`config.mk`:
```
export PLATFORM = sky130hd
export DESIGN_NAME = port_out_arbiter
export DESIGN_NICKNAME = d
export VERILOG_FILES = /design/src/rtl/router_pkg.sv /design/src/rtl/port_out_arbiter_rr_pick.sv /design/src/rtl/port_out_arbiter.sv
export SDC_FILE = /design/constraint.sdc
export NUM_CORES = 1
export LEC_CHECK = 0
export ABC_AREA = 1
export ABC_CLOCK_PERIOD_IN_PS = 4800
export BUFFER_PORTS_ARGS = -buffer_cell sky130_fd_sc_hd__buf_4
export CAP_MARGIN = 20
export CORE_MARGIN = 3
export CORE_UTILIZATION = 26
export DETAILED_ROUTE_END_ITERATION = 12
export GPL_TIMING_DRIVEN = 0
export SYNTH_ARGS = -nofsm -noshare
export SYNTH_HDL_FRONTEND = slang
export SYNTH_SLANG_ARGS = --single-unit
export TNS_END_PERCENT = 10
```
`constraint.sdc`:
```
create_clock -name clock -period 4.8 [get_ports clock]
set_input_delay 0.96 -clock clock [delete_from_list [all_inputs] [get_ports clock]]
set_output_delay 0.96 -clock clock [all_outputs]
set_load 0.005 [all_outputs]
```
`src/rtl/router_pkg.sv`:
```
// Shared types and helpers for the 16x16 router's per-output-port scheduler.
package router_pkg;

  localparam int N_IN = 16;
  localparam int IDW  = $clog2(N_IN);

  // Output-port scheduler states.
  typedef enum logic [1:0] {
    IDLE  = 2'd0,
    WAITF = 2'd1,
    XFER  = 2'd2,
    GAP   = 2'd3
  } state_t;

  // Binary input index to one-hot grant vector.
  function automatic logic [N_IN-1:0] onehot(input logic [IDW-1:0] idx);
    logic [N_IN-1:0] r;
    r      = '0;
    r[idx] = 1'b1;
    return r;
  endfunction

endpackage

```
`src/rtl/port_out_arbiter_rr_pick.sv`:
```
// Rotate-priority encoder: returns the first set request at or after ptr,
// wrapping modulo N_IN.
module rr_pick
  import router_pkg::*;
(
  input  logic [N_IN-1:0] req,
  input  logic [IDW-1:0]  ptr,
  output logic [IDW-1:0]  winner,
  output logic            found
);

  logic [IDW-1:0] idx;

  // Scan ptr, ptr+1, ... and keep the first requester seen.
  always_comb begin
    winner = '0;
    found  = 1'b0;
    idx    = '0;
    for (int k = 0; k < N_IN; k++) begin
      idx = IDW'((int'(ptr) + k) % N_IN);
      if (!found && req[idx]) begin
        found  = 1'b1;
        winner = idx;
      end
    end
  end

endmodule

```
`src/rtl/port_out_arbiter.sv`:
```
// Per-output-port scheduler: round-robin among requesting inputs, holds the
// grant for a whole packet, then idles GAP_CYC cycles before re-arbitrating.
//
// Handshake: req[i] is a level held by input i while it has a packet for this
// port. grant[i] (registered) is the acknowledge. Once granted, the input
// starts its frame by pulling frame_n_in[i] low; the last bit is the cycle
// with frame_n_in[i]=1 and valid_n_in[i]=0. A grant that never sees
// frame_n_in low within TIMEOUT cycles, or whose req drops before the last
// bit, is revoked with a one-cycle abort pulse.
module port_out_arbiter
  import router_pkg::*;
#(
  parameter int GAP_CYC = 1,
  parameter int TIMEOUT = 64
) (
  input  logic            clock,
  input  logic            reset,
  input  logic [N_IN-1:0] req,
  input  logic [N_IN-1:0] frame_n_in,
  input  logic [N_IN-1:0] valid_n_in,
  output logic [N_IN-1:0] grant,
  output logic [IDW-1:0]  grant_id,
  output logic            port_busy,
  output logic [N_IN-1:0] busy_n,
  output logic            abort,
  output state_t          state_dbg,
  output logic [IDW-1:0]  ptr_dbg
);

  localparam logic [7:0] TIMEOUT_LAST = 8'(TIMEOUT - 1);
  localparam logic [7:0] GAP_LAST     = 8'(GAP_CYC - 1);
  localparam state_t     EXIT_STATE   = (GAP_CYC == 0) ? IDLE : GAP;

  state_t          state_q, state_d;
  logic [IDW-1:0]  ptr_q, ptr_d;
  logic [7:0]      wait_cnt_q, wait_cnt_d;
  logic [7:0]      gap_cnt_q, gap_cnt_d;
  logic [N_IN-1:0] grant_d;
  logic [IDW-1:0]  grant_id_d;
  logic            abort_d;
  logic            port_busy_d;
  logic            kill;

  logic [IDW-1:0]  pick_winner;
  logic            pick_found;

  // Only the granted input's framing signals matter.
  logic g_req, g_frame_n, g_valid_n;
  assign g_req     = req[grant_id];
  assign g_frame_n = frame_n_in[grant_id];
  assign g_valid_n = valid_n_in[grant_id];

  rr_pick u_rr_pick (
    .req    (req),
    .ptr    (ptr_q),
    .winner (pick_winner),
    .found  (pick_found)
  );

  // State, pointer, counters and registered outputs.
  always_ff @(posedge clock) begin
    if (reset) begin
      state_q    <= IDLE;
      ptr_q      <= '0;
      wait_cnt_q <= '0;
      gap_cnt_q  <= '0;
      grant      <= '0;
      grant_id   <= '0;
      port_busy  <= 1'b0;
      abort      <= 1'b0;
    end else begin
      state_q    <= state_d;
      ptr_q      <= ptr_d;
      wait_cnt_q <= wait_cnt_d;
      gap_cnt_q  <= gap_cnt_d;
      grant      <= grant_d;
      grant_id   <= grant_id_d;
      port_busy  <= port_busy_d;
      abort      <= abort_d;
    end
  end

  // Next-state decode; kill marks a revoked grant (timeout or req drop).
  always_comb begin
    state_d = state_q;
    kill    = 1'b0;
    unique case (state_q)
      IDLE: begin
        if (pick_found) state_d = WAITF;
      end
      WAITF: begin
        // A falling frame beats a simultaneous timeout or req drop.
        if (!g_frame_n) begin
          state_d = XFER;
        end else if (!g_req || (wait_cnt_q == TIMEOUT_LAST)) begin
          state_d = EXIT_STATE;
          kill    = 1'b1;
        end
      end
      XFER: begin
        // Last bit ends normally even if req drops in the same cycle.
        if (g_frame_n && !g_valid_n) begin
          state_d = EXIT_STATE;
        end else if (!g_frame_n && !g_req) begin
          state_d = EXIT_STATE;
          kill    = 1'b1;
        end
      end
      GAP: begin
        if (gap_cnt_q == GAP_LAST) state_d = IDLE;
      end
      default: state_d = IDLE;
    endcase
  end

  // Next values for grant, pointer, counters and abort.
  always_comb begin
    grant_d     = grant;
    grant_id_d  = grant_id;
    ptr_d       = ptr_q;
    wait_cnt_d  = wait_cnt_q;
    gap_cnt_d   = gap_cnt_q;
    abort_d     = 1'b0;
    port_busy_d = (state_d != IDLE);
    unique case (state_q)
      IDLE: begin
        if (state_d == WAITF) begin
          grant_d    = onehot(pick_winner);
          grant_id_d = pick_winner;
          ptr_d      = (pick_winner == IDW'(N_IN - 1)) ? '0 : pick_winner + IDW'(1);
          wait_cnt_d = '0;
        end
      end
      WAITF: begin
        if (state_d == WAITF) begin
          wait_cnt_d = wait_cnt_q + 8'd1;
        end else if (state_d != XFER) begin
          grant_d    = '0;
          grant_id_d = '0;
          abort_d    = kill;
          gap_cnt_d  = '0;
        end
      end
      XFER: begin
        if (state_d != XFER) begin
          grant_d    = '0;
          grant_id_d = '0;
          abort_d    = kill;
          gap_cnt_d  = '0;
        end
      end
      GAP: begin
        if (state_d == GAP) gap_cnt_d = gap_cnt_q + 8'd1;
      end
      default: begin
        grant_d    = '0;
        grant_id_d = '0;
      end
    endcase
  end

  // A requester is told it is blocked whenever it is not the granted input.
  assign busy_n    = ~(req & ~grant);
  assign state_dbg = state_q;
  assign ptr_dbg   = ptr_q;

endmodule

```
==> results.ini, run 1 <==
[run_status]
status = finished, final reports clean

[floorplanning]
core-area_um2 = 17540
die_w_um = 141.0
die_h_um = 141.0
start_util_pct = 27.01
io-pin-count = 94
die_area_um2 = 19880
placementRows = 48

[timing]
hold_violations = 0
final_max_slew_viol_count = 0
fin_tns_setup_ns = 0
skew_ns = 0.007750
setup_viol = 0
fin_ws_ns = 0.4034
finalCriticalPeriod_ns = 4.397
rsz0062_at_grt = false
fmax_mhz = 227.4
slew_headroom_pct = 50.44
worst_pin_slew_ns = 0.7408
timing.final.crit_share_pct = 91.60

[synthesis]
avgSynthCellArea_um2 = 5.907
yosysUniqueCellTypes = 48
ys.flop_type = dfxtp_1
synth.largest_area_cell = dfxtp_1
synth_area_leaders = dfxtp_1 19%, nand2_1 16%, nand3_1 14%, inv_1 7.8%, nor2_1 6.9%
netlist_area_um2 = 4737
synth_top_area_share_pct = 18.59
async_flop_share_pct = 0
synth_cells = 802
synth-edff-count = 0
synth_fp_nets = 870
yosys_warnings = 0
synth-seq-area-share_pct = 18.59
ys_ff_latch = 44

[final_layout]
area_growth_pct = 24.04
drive_gt1_share_pct = 17.85
most-common-layout-cells = 205 x nand2_1, 129 x nand3_1, 99 x buf_4
utilization_pct = 33.50
nets = 969
antenna_cells = 0
final_common_cell = nand2_1

[clocking]
cts_num_sinks = 44
clockRootBuffer = clkbuf_16
clk_latency_ns = 0.29
cts-buffers-inserted = 5
htree_levels = 2
post-cts-setup-buffer-count = 0
cts-resized-gates = 1
cts_hold_buffers = 0
clk_pin_slew_ns = 0.07
cts_tree = yes
cts_max_path_buffers = 2

[power_and_ir_drop]
p_switching_mw = 2.237
cellLeakagePower_nw = 2.807
p_clk_share_pct = 9.1
p_int_mw = 1.598
swShare_pct = 58.33
pwr-share-comb_pct = 77.6
p_total_mw = 3.836
worst_ir_drop_vdd_uv = 237.8
p_per_area_nw_per_um2 = 652.8
pwr-share-seq_pct = 13.3

[global_route]
grt-ovfl-total = 0
antenna_found_initial = 0
grt_pass1_wl_um = 25790
grt_usage_pct = 15.93
grt_pass1_vias = 5083
grt_start_max_net_pins = 14

[route]
drt_first_iter_violations = 457
drc = 0
first_pass_iters = 7
routed_via_density = 4.862
drt-total-wl_um = 16320
ant_nets = 0
vias = 5479
wl_per_cell_um = 14.48

[min_path]
hold_path.class = reg2reg

[setup_path]
cp-end-kind = flip-flop
r2r-end = ptr_dbg[3]$_SDFFE_PP0P_
slowest_stage = dfxtp_4
required_ns = 4.94
startpoint = ptr_dbg[1]$_SDFFE_PP0P_
startpoint_type = flip-flop
crit_type = reg2reg
r2r_start = ptr_dbg[1]$_SDFFE_PP0P_
cp_max_fo = 13
cp-endpoint = ptr_dbg[3]$_SDFFE_PP0P_
r2r_slack_ns = 0.40
critical_path_arrival_ns = 4.54
critPathMaxStageDelay_ns = 0.39
ff2ff_path_depth = 27

[place]
portBuffers = 92
post-place-ws_ns = 0.02365
finalWeightedCongestion = 0.9535
dp_hpwl_um = 12910

[flow_run]
cap_viol_max_count = 0

==> layout make-up <==
class | count | area [um^2]
well taps | 225 | 281.5
inverters | 105 | 399.1
plain buffers | 26 | 190.2
repair buffers | 92 | 690.7
flip-flops and latches | 44 | 884.6
clock buffers | 6 | 138.9
fillers | 1979 | 11660
clock inverters | 2 | 10.01
multi-input cells | 627 | 3281
==> state kept, by name, summed over array words and instances (netlist names) <==
| signal | count |
|---|---|
| port_busy | 1 |
| state_dbg | 2 |
| abort | 1 |
| wait_cnt_q | 8 |
| gap_cnt_q | 8 |
| grant | 16 |
| grant_id | 4 |
| ptr_dbg | 4 |
==> per-layer routing <==
metal	part of all wire (%)	GRT usage, %	vias to the layer above
met5	0	0	-
met4	1.0	3.417	0
met3	7.6	3.053	12
met2	44	26.44	177
met1	47	21.54	2474
li1	-	-	2816
==> cell families (layout without fill, tap and decap cells) <==
kind of cell	Yosys count	in the layout	synth area share, %
DFF	44	44	18.59
adders and majority gates	18	18	4.754
and+or+nand+nor	476	476	46.12
muxes	9	9	1.902
buffers and inverters	131	231	12.39
AOI/OAI and AO/OA	109	109	12.92
xor gates and xnor gates	15	15	3.328
==> cells in the mapped netlist, types with 2 or more instances <==
master,n
clkbuf_4,2
nand2_1,205
nor2_4,3
nand3_2,2
o21bai_1,2
xor2_1,10
clkbuf_1,7
nand4_1,13
o221ai_1,2
or2_2,7
inv_2,3
o21ai_0,38
o21ai_1,2
a21oi_1,48
inv_4,2
nor3_1,6
o211ai_1,9
buf_1,2
buf_2,2
xnor2_1,3
nor2_1,87
o21a_1,2
nor3b_1,4
buf_8,2
dfxtp_1,44
nand3_1,129
buf_4,6
nand4_4,4
nand2_2,11
buf_6,4
ha_1,18
inv_1,98
clkinv_1,2
mux2i_1,9
==> worst min-delay path by stage <==
stage                          startpoint                          to  depth (start not counted)
6_report       wait_cnt_q[2]$_SDFFE_PP0P_  wait_cnt_q[2]$_SDFFE_PP0P_                          2
5_1_grt        wait_cnt_q[2]$_SDFFE_PP0P_  wait_cnt_q[2]$_SDFFE_PP0P_                          2
4_1_cts        wait_cnt_q[2]$_SDFFE_PP0P_  wait_cnt_q[2]$_SDFFE_PP0P_                          2
3_5_place_dp   wait_cnt_q[2]$_SDFFE_PP0P_  wait_cnt_q[2]$_SDFFE_PP0P_                          2
3_3_place_gp   wait_cnt_q[2]$_SDFFE_PP0P_  wait_cnt_q[2]$_SDFFE_PP0P_                          2
2_1_floorplan  wait_cnt_q[2]$_SDFFE_PP0P_  wait_cnt_q[2]$_SDFFE_PP0P_                          2
==> power groups by stage <==
stage	combinational (mW)	sequential, mW	clock (mW)
after global routing	3.33	0.519	0.371
final	2.98	0.511	0.347
after global placement	2.90	0.516	0
after floorplan	2.13	0.494	0
after CTS	2.92	0.509	0.355
after detailed placement	2.91	0.516	0
==> critical path, delay by kind of cell, from the launching register on <==
kind | cells | cell delay (ns)
compound gates | 1 | 0.07
simple gates | 20 | 2.50
fa+ha+maj | 2 | 0.49
flops | 1 | 0.39
buf+inv | 4 | 0.78
==> through the flow <==
| step | hold slack, ns | area, um^2 | instances |
|---|---|---|---|
| floorplan | 0.4302 | 4737 | 802 |
| global placement | 0.4447 | 5709 | 1119 |
| detailed placement | 0.4520 | 5709 | 1119 |
| CTS | 0.4607 | 5859 | 1127 |
| global route | 0.4826 | 5876 | 1127 |
| finish | 0.4569 | 5876 | 1127 |
Power figures use the tool's default switching activity.
==> run 2, diff against run 1 <==
Settings changed: CTS_BUF_LIST set to sky130_fd_sc_hd__clkbuf_8.
==> results.ini, run 2 (synthesis results as in run 1) <==
[floorplanning]
start_util_pct = 27.01
placementRows = 48
io-pin-count = 94
die_h_um = 141.0
die_area_um2 = 19880
die_w_um = 141.0
core-area_um2 = 17540

[clocking]
htree_levels = 2
post-cts-setup-buffer-count = 0
clk_pin_slew_ns = 0.09
clk_latency_ns = 0.30
cts_num_sinks = 44
cts_max_path_buffers = 2
cts-buffers-inserted = 5
cts_tree = yes
clockRootBuffer = clkbuf_8

[setup_path]
ff2ff_path_depth = 27
slowest_stage = dfxtp_4
startpoint_type = flip-flop
r2r-end = ptr_dbg[3]$_SDFFE_PP0P_
r2r_slack_ns = 0.40
critical_path_arrival_ns = 4.56
cp_max_fo = 13
r2r_start = ptr_dbg[1]$_SDFFE_PP0P_
cp-end-kind = flip-flop
required_ns = 4.96
crit_type = reg2reg
startpoint = ptr_dbg[1]$_SDFFE_PP0P_
critPathMaxStageDelay_ns = 0.40

[place]
place_area_um2 = 5709
finalWeightedCongestion = 0.9535
portBuffers = 92
dp_hpwl_um = 12910
post-place-ws_ns = 0.02365

[timing]
fmax_mhz = 227.5
slew_headroom_pct = 49.87
final_max_slew_viol_count = 0
rsz0062_at_grt = false
worst_pin_slew_ns = 0.7441
fin_ws_ns = 0.4046
timing.final.crit_share_pct = 91.57
finalCriticalPeriod_ns = 4.395
hold_violations = 0
skew_ns = 0.01262
setup_viol = 0

[global_route]
grt_start_max_net_pins = 14
grt_pass1_vias = 5075
grt_usage_pct = 15.86
antenna_found_initial = 0
grt_pass1_wl_um = 25720
grt-ovfl-total = 0

[run_status]
status = finished, final reports clean

[final_layout]
area_growth_pct = 22.85
fill_cells = 1986
top_regs = grant x16, gap_cnt_q x8, wait_cnt_q x8
regMostFlops = grant
most-common-layout-cells = 205 x nand2_1, 129 x nand3_1, 99 x buf_4
final_common_cell = nand2_1
final_cell_area_um2 = 5819
nets = 969
utilization_pct = 33.18
antenna_cells = 0
largest_reg_flops = 16
drive_gt1_share_pct = 17.85

[power_and_ir_drop]
p_per_area_nw_per_um2 = 639.5
worst_ir_drop_vdd_uv = 193.0
cellLeakagePower_nw = 2.781

[route]
ant_nets = 0
drt-total-wl_um = 16220
routed_via_density = 4.854
drc = 0
drt_first_iter_violations = 460
first_pass_iters = 6
wl_per_cell_um = 14.39
vias = 5470

[min_path]
min_to = wait_cnt_q[2]$_SDFFE_PP0P_
hold_path.class = reg2reg
whs_path_depth = 2
min-delay-start = wait_cnt_q[2]$_SDFFE_PP0P_

[flow_run]
cap_viol_max_count = 0

## run 2: changes by cell type in the layout (fill, tap and decap cells not counted)
cell,change
clkbuf_16,-5
clkbuf_8,+5
## run 2: worst max-delay path by stage
stage / slack [ns] / end
6_report: 0.40 / ptr_dbg[3]$_SDFFE_PP0P_
2_1_floorplan: 1.0 / ptr_dbg[3]$_SDFFE_PP0P_
5_1_grt: 0.01 / ptr_dbg[3]$_SDFFE_PP0P_
4_1_cts: 0.18 / ptr_dbg[3]$_SDFFE_PP0P_
3_3_place_gp: -0.04 / ptr_dbg[3]$_SDFFE_PP0P_
3_5_place_dp: 0.02 / ptr_dbg[3]$_SDFFE_PP0P_
## run 2: final cells by class
class | count | area [um^2] | share of cell area (%)
plain buffers | 26 | 190.2 | 3.268
inverters | 105 | 399.1 | 6.859
clock inverters | 2 | 10.01 | 0.1720
flip-flops and latches | 44 | 884.6 | 15.20
multi-input cells | 627 | 3281 | 56.38
clock buffers | 6 | 82.58 | 1.419
well taps | 225 | 281.5 | 4.838
repair buffers | 92 | 690.7 | 11.87
## run 2: worst max-delay path: cells and delay by family, from the launching register on
kind	cells	cell delay, ns
fa+ha+maj	2	0.49
compound gates	1	0.07
buf+inv	4	0.79
simple gates	20	2.50
flops	1	0.40
## run 2: repair_timing
item                       4_1_cts  5_1_grt
gates resized for setup          1        7
setup endpoints to repair        1       13
pin swaps                        0        0
hold buffers                     0        0
## run 2: stage by stage
stage          hold WS, ns  power, mW  setup TNS [ns]  cells
4_1_cts             0.4637      3.681               0   1127
2_1_floorplan       0.4302      2.626               0    802
3_5_place_dp        0.4520      3.422               0   1119
3_3_place_gp        0.4447      3.420        -0.04765   1119
5_1_grt             0.4860      4.115               0   1127
6_report            0.4594      3.721               0   1127
## run 2: power by group
part	switching [mW]	internal, mW
logic	2.01	0.961
registers	0.0776	0.431
clock network	0.131	0.115
## run 2: metal layers
metal	routed length, um	vias to the layer above	global-route usage (%)
met5	0	-	0
met4	195	0	3.264
met3	1291	14	3.053
met2	7163	186	26.23
met1	7567	2458	21.56
li1	-	2812	-
==> run 3, diff against run 2 <==
Settings changed: MAX_ROUTING_LAYER set to met4.
==> results.ini, run 3 (synthesis results as in run 1) <==
[run_status]
status = finished, final reports clean

[final_layout]
most-common-layout-cells = 205 x nand2_1, 129 x nand3_1, 103 x buf_4
regArea_um2 = 884.6
final_cell_area_um2 = 5844
final_common_cell = nand2_1
regMostFlops = grant
antenna_cells = 0
top_regs = grant x16, gap_cnt_q x8, wait_cnt_q x8
multi_input_area_um2 = 3283
nets = 972
fill_cells = 1960
area_growth_pct = 23.38
largest_reg_flops = 16
drive_gt1_share_pct = 18.23

[place]
finalWeightedCongestion = 0.9589
place_area_um2 = 5709
dp_hpwl_um = 13090
post-place-ws_ns = -0.03534
portBuffers = 92

[clocking]
htree_levels = 2
cts_num_sinks = 44
clockRootBuffer = clkbuf_8
clk_pin_slew_ns = 0.09
cts-buffers-inserted = 5
cts_hold_buffers = 0
cts_tree = yes
cts_max_path_buffers = 2
clk_latency_ns = 0.31

[setup_path]
cp_max_fo = 13
startpoint_type = flip-flop
ff2ff_path_depth = 27
cp-end-kind = flip-flop
required_ns = 4.97
crit_type = reg2reg
critical_path_arrival_ns = 4.53

[floorplanning]
core-area_um2 = 17540
die_h_um = 141.0
die_w_um = 141.0
start_util_pct = 27.01
die_area_um2 = 19880
placementRows = 48
io-pin-count = 94

[flow_run]
cap_viol_max_count = 0

[power_and_ir_drop]
p_per_area_nw_per_um2 = 643.5
cellLeakagePower_nw = 2.793
p_total_mw = 3.761
worst_ir_drop_vdd_uv = 208.4

[timing]
hold_violations = 0
hold_ws_ns = 0.4618
finalCriticalPeriod_ns = 4.358
setup_viol = 0
skew_ns = 0.007227
timing.final.crit_share_pct = 90.78
worst_pin_slew_ns = 0.7469
fin_tns_setup_ns = 0
final_max_slew_viol_count = 0
fin_ws_ns = 0.4425
slew_headroom_pct = 49.68
fmax_mhz = 229.5

[route]
drt_first_iter_violations = 446
drc = 0
wl_per_cell_um = 14.45
ant_nets = 0
routed_via_density = 4.835
drt-total-wl_um = 16320
first_pass_iters = 5
vias = 5464

[global_route]
grt_usage_pct = 16.71
grt_pass1_vias = 5177
grt_start_max_net_pins = 14
grt_pass1_wl_um = 26350
grt-ovfl-total = 0
antenna_found_initial = 0

[min_path]
whs_path_depth = 2
hold_path.class = reg2reg

-- run 3: worst max-delay path, cell delays in order, from the launching register on --
cell	delay [ns]
dfxtp_4	0.40
inv_1	0.15
buf_4	0.26
ha_1	0.29
inv_1	0.13
buf_4	0.21
nand3_1	0.13
nand3_1	0.12
nand2_1	0.08
nand2_1	0.13
nand2_4	0.09
nor2_8	0.14
nand4_4	0.11
nor2_4	0.19
nand4_4	0.12
nor2_4	0.17
nand4_4	0.14
nor2_4	0.16
nand3_2	0.14
nand2_1	0.13
nor2_1	0.06
nor2_2	0.15
ha_1	0.19
nand2_1	0.08
nor2_1	0.16
nor2_1	0.08
nand3_1	0.11
a21oi_1	0.08
-- run 3: stage by stage --
| step | util [%] | instances |
|---|---|---|
| 2_1_floorplan | - | 802 |
| 3_3_place_gp | 32.56 | 1119 |
| 3_5_place_dp | 32.56 | 1119 |
| 4_1_cts | 33.09 | 1127 |
| 5_1_grt | 33.33 | 1130 |
| 6_report | 33.33 | 1130 |
-- run 3: layout make-up --
class	instances	share of cell area [%]
clock buffers	6	1.413
clock inverters	2	0.1713
plain buffers	26	3.254
multi-input cells	627	56.18
flip-flops and latches	44	15.14
repair buffers	95	12.20
inverters	105	6.829
well taps	225	4.817
-- run 3: report_power, final --
group / internal [mW] / switching (mW) / total, mW
logic: 0.990 / 2.01 / 3.00
registers: 0.431 / 0.0792 / 0.511
clock network: 0.115 / 0.133 / 0.248
total: 1.54 / 2.22 / 3.76
-- run 3: routing by layer --
metal  part of all wire (%)  global-route usage (%)
met5                      0                       -
met4                    1.2                   2.958
met3                    7.2                   3.087
met2                     46                   27.17
met1                     46                   22.00
-- run 3: final timing paths --
kind	start	endpoint	slack, ns
max	ptr_dbg[1]$_SDFFE_PP0P_	ptr_dbg[3]$_SDFFE_PP0P_	0.44
min	wait_cnt_q[2]$_SDFFE_PP0P_	wait_cnt_q[2]$_SDFFE_PP0P_	0.46
max reg2reg	ptr_dbg[1]$_SDFFE_PP0P_	ptr_dbg[3]$_SDFFE_PP0P_	0.44
min reg2reg	wait_cnt_q[2]$_SDFFE_PP0P_	wait_cnt_q[2]$_SDFFE_PP0P_	0.46
-- run 3: what timing repair did --
| action | 4_1_cts | 5_1_grt |
|---|---|---|
| gates resized for setup | 1 | 9 |
| buffers inserted | 0 | 3 |
| pin swaps | 0 | 2 |
| endpoints found under the setup margin | 2 | 23 |
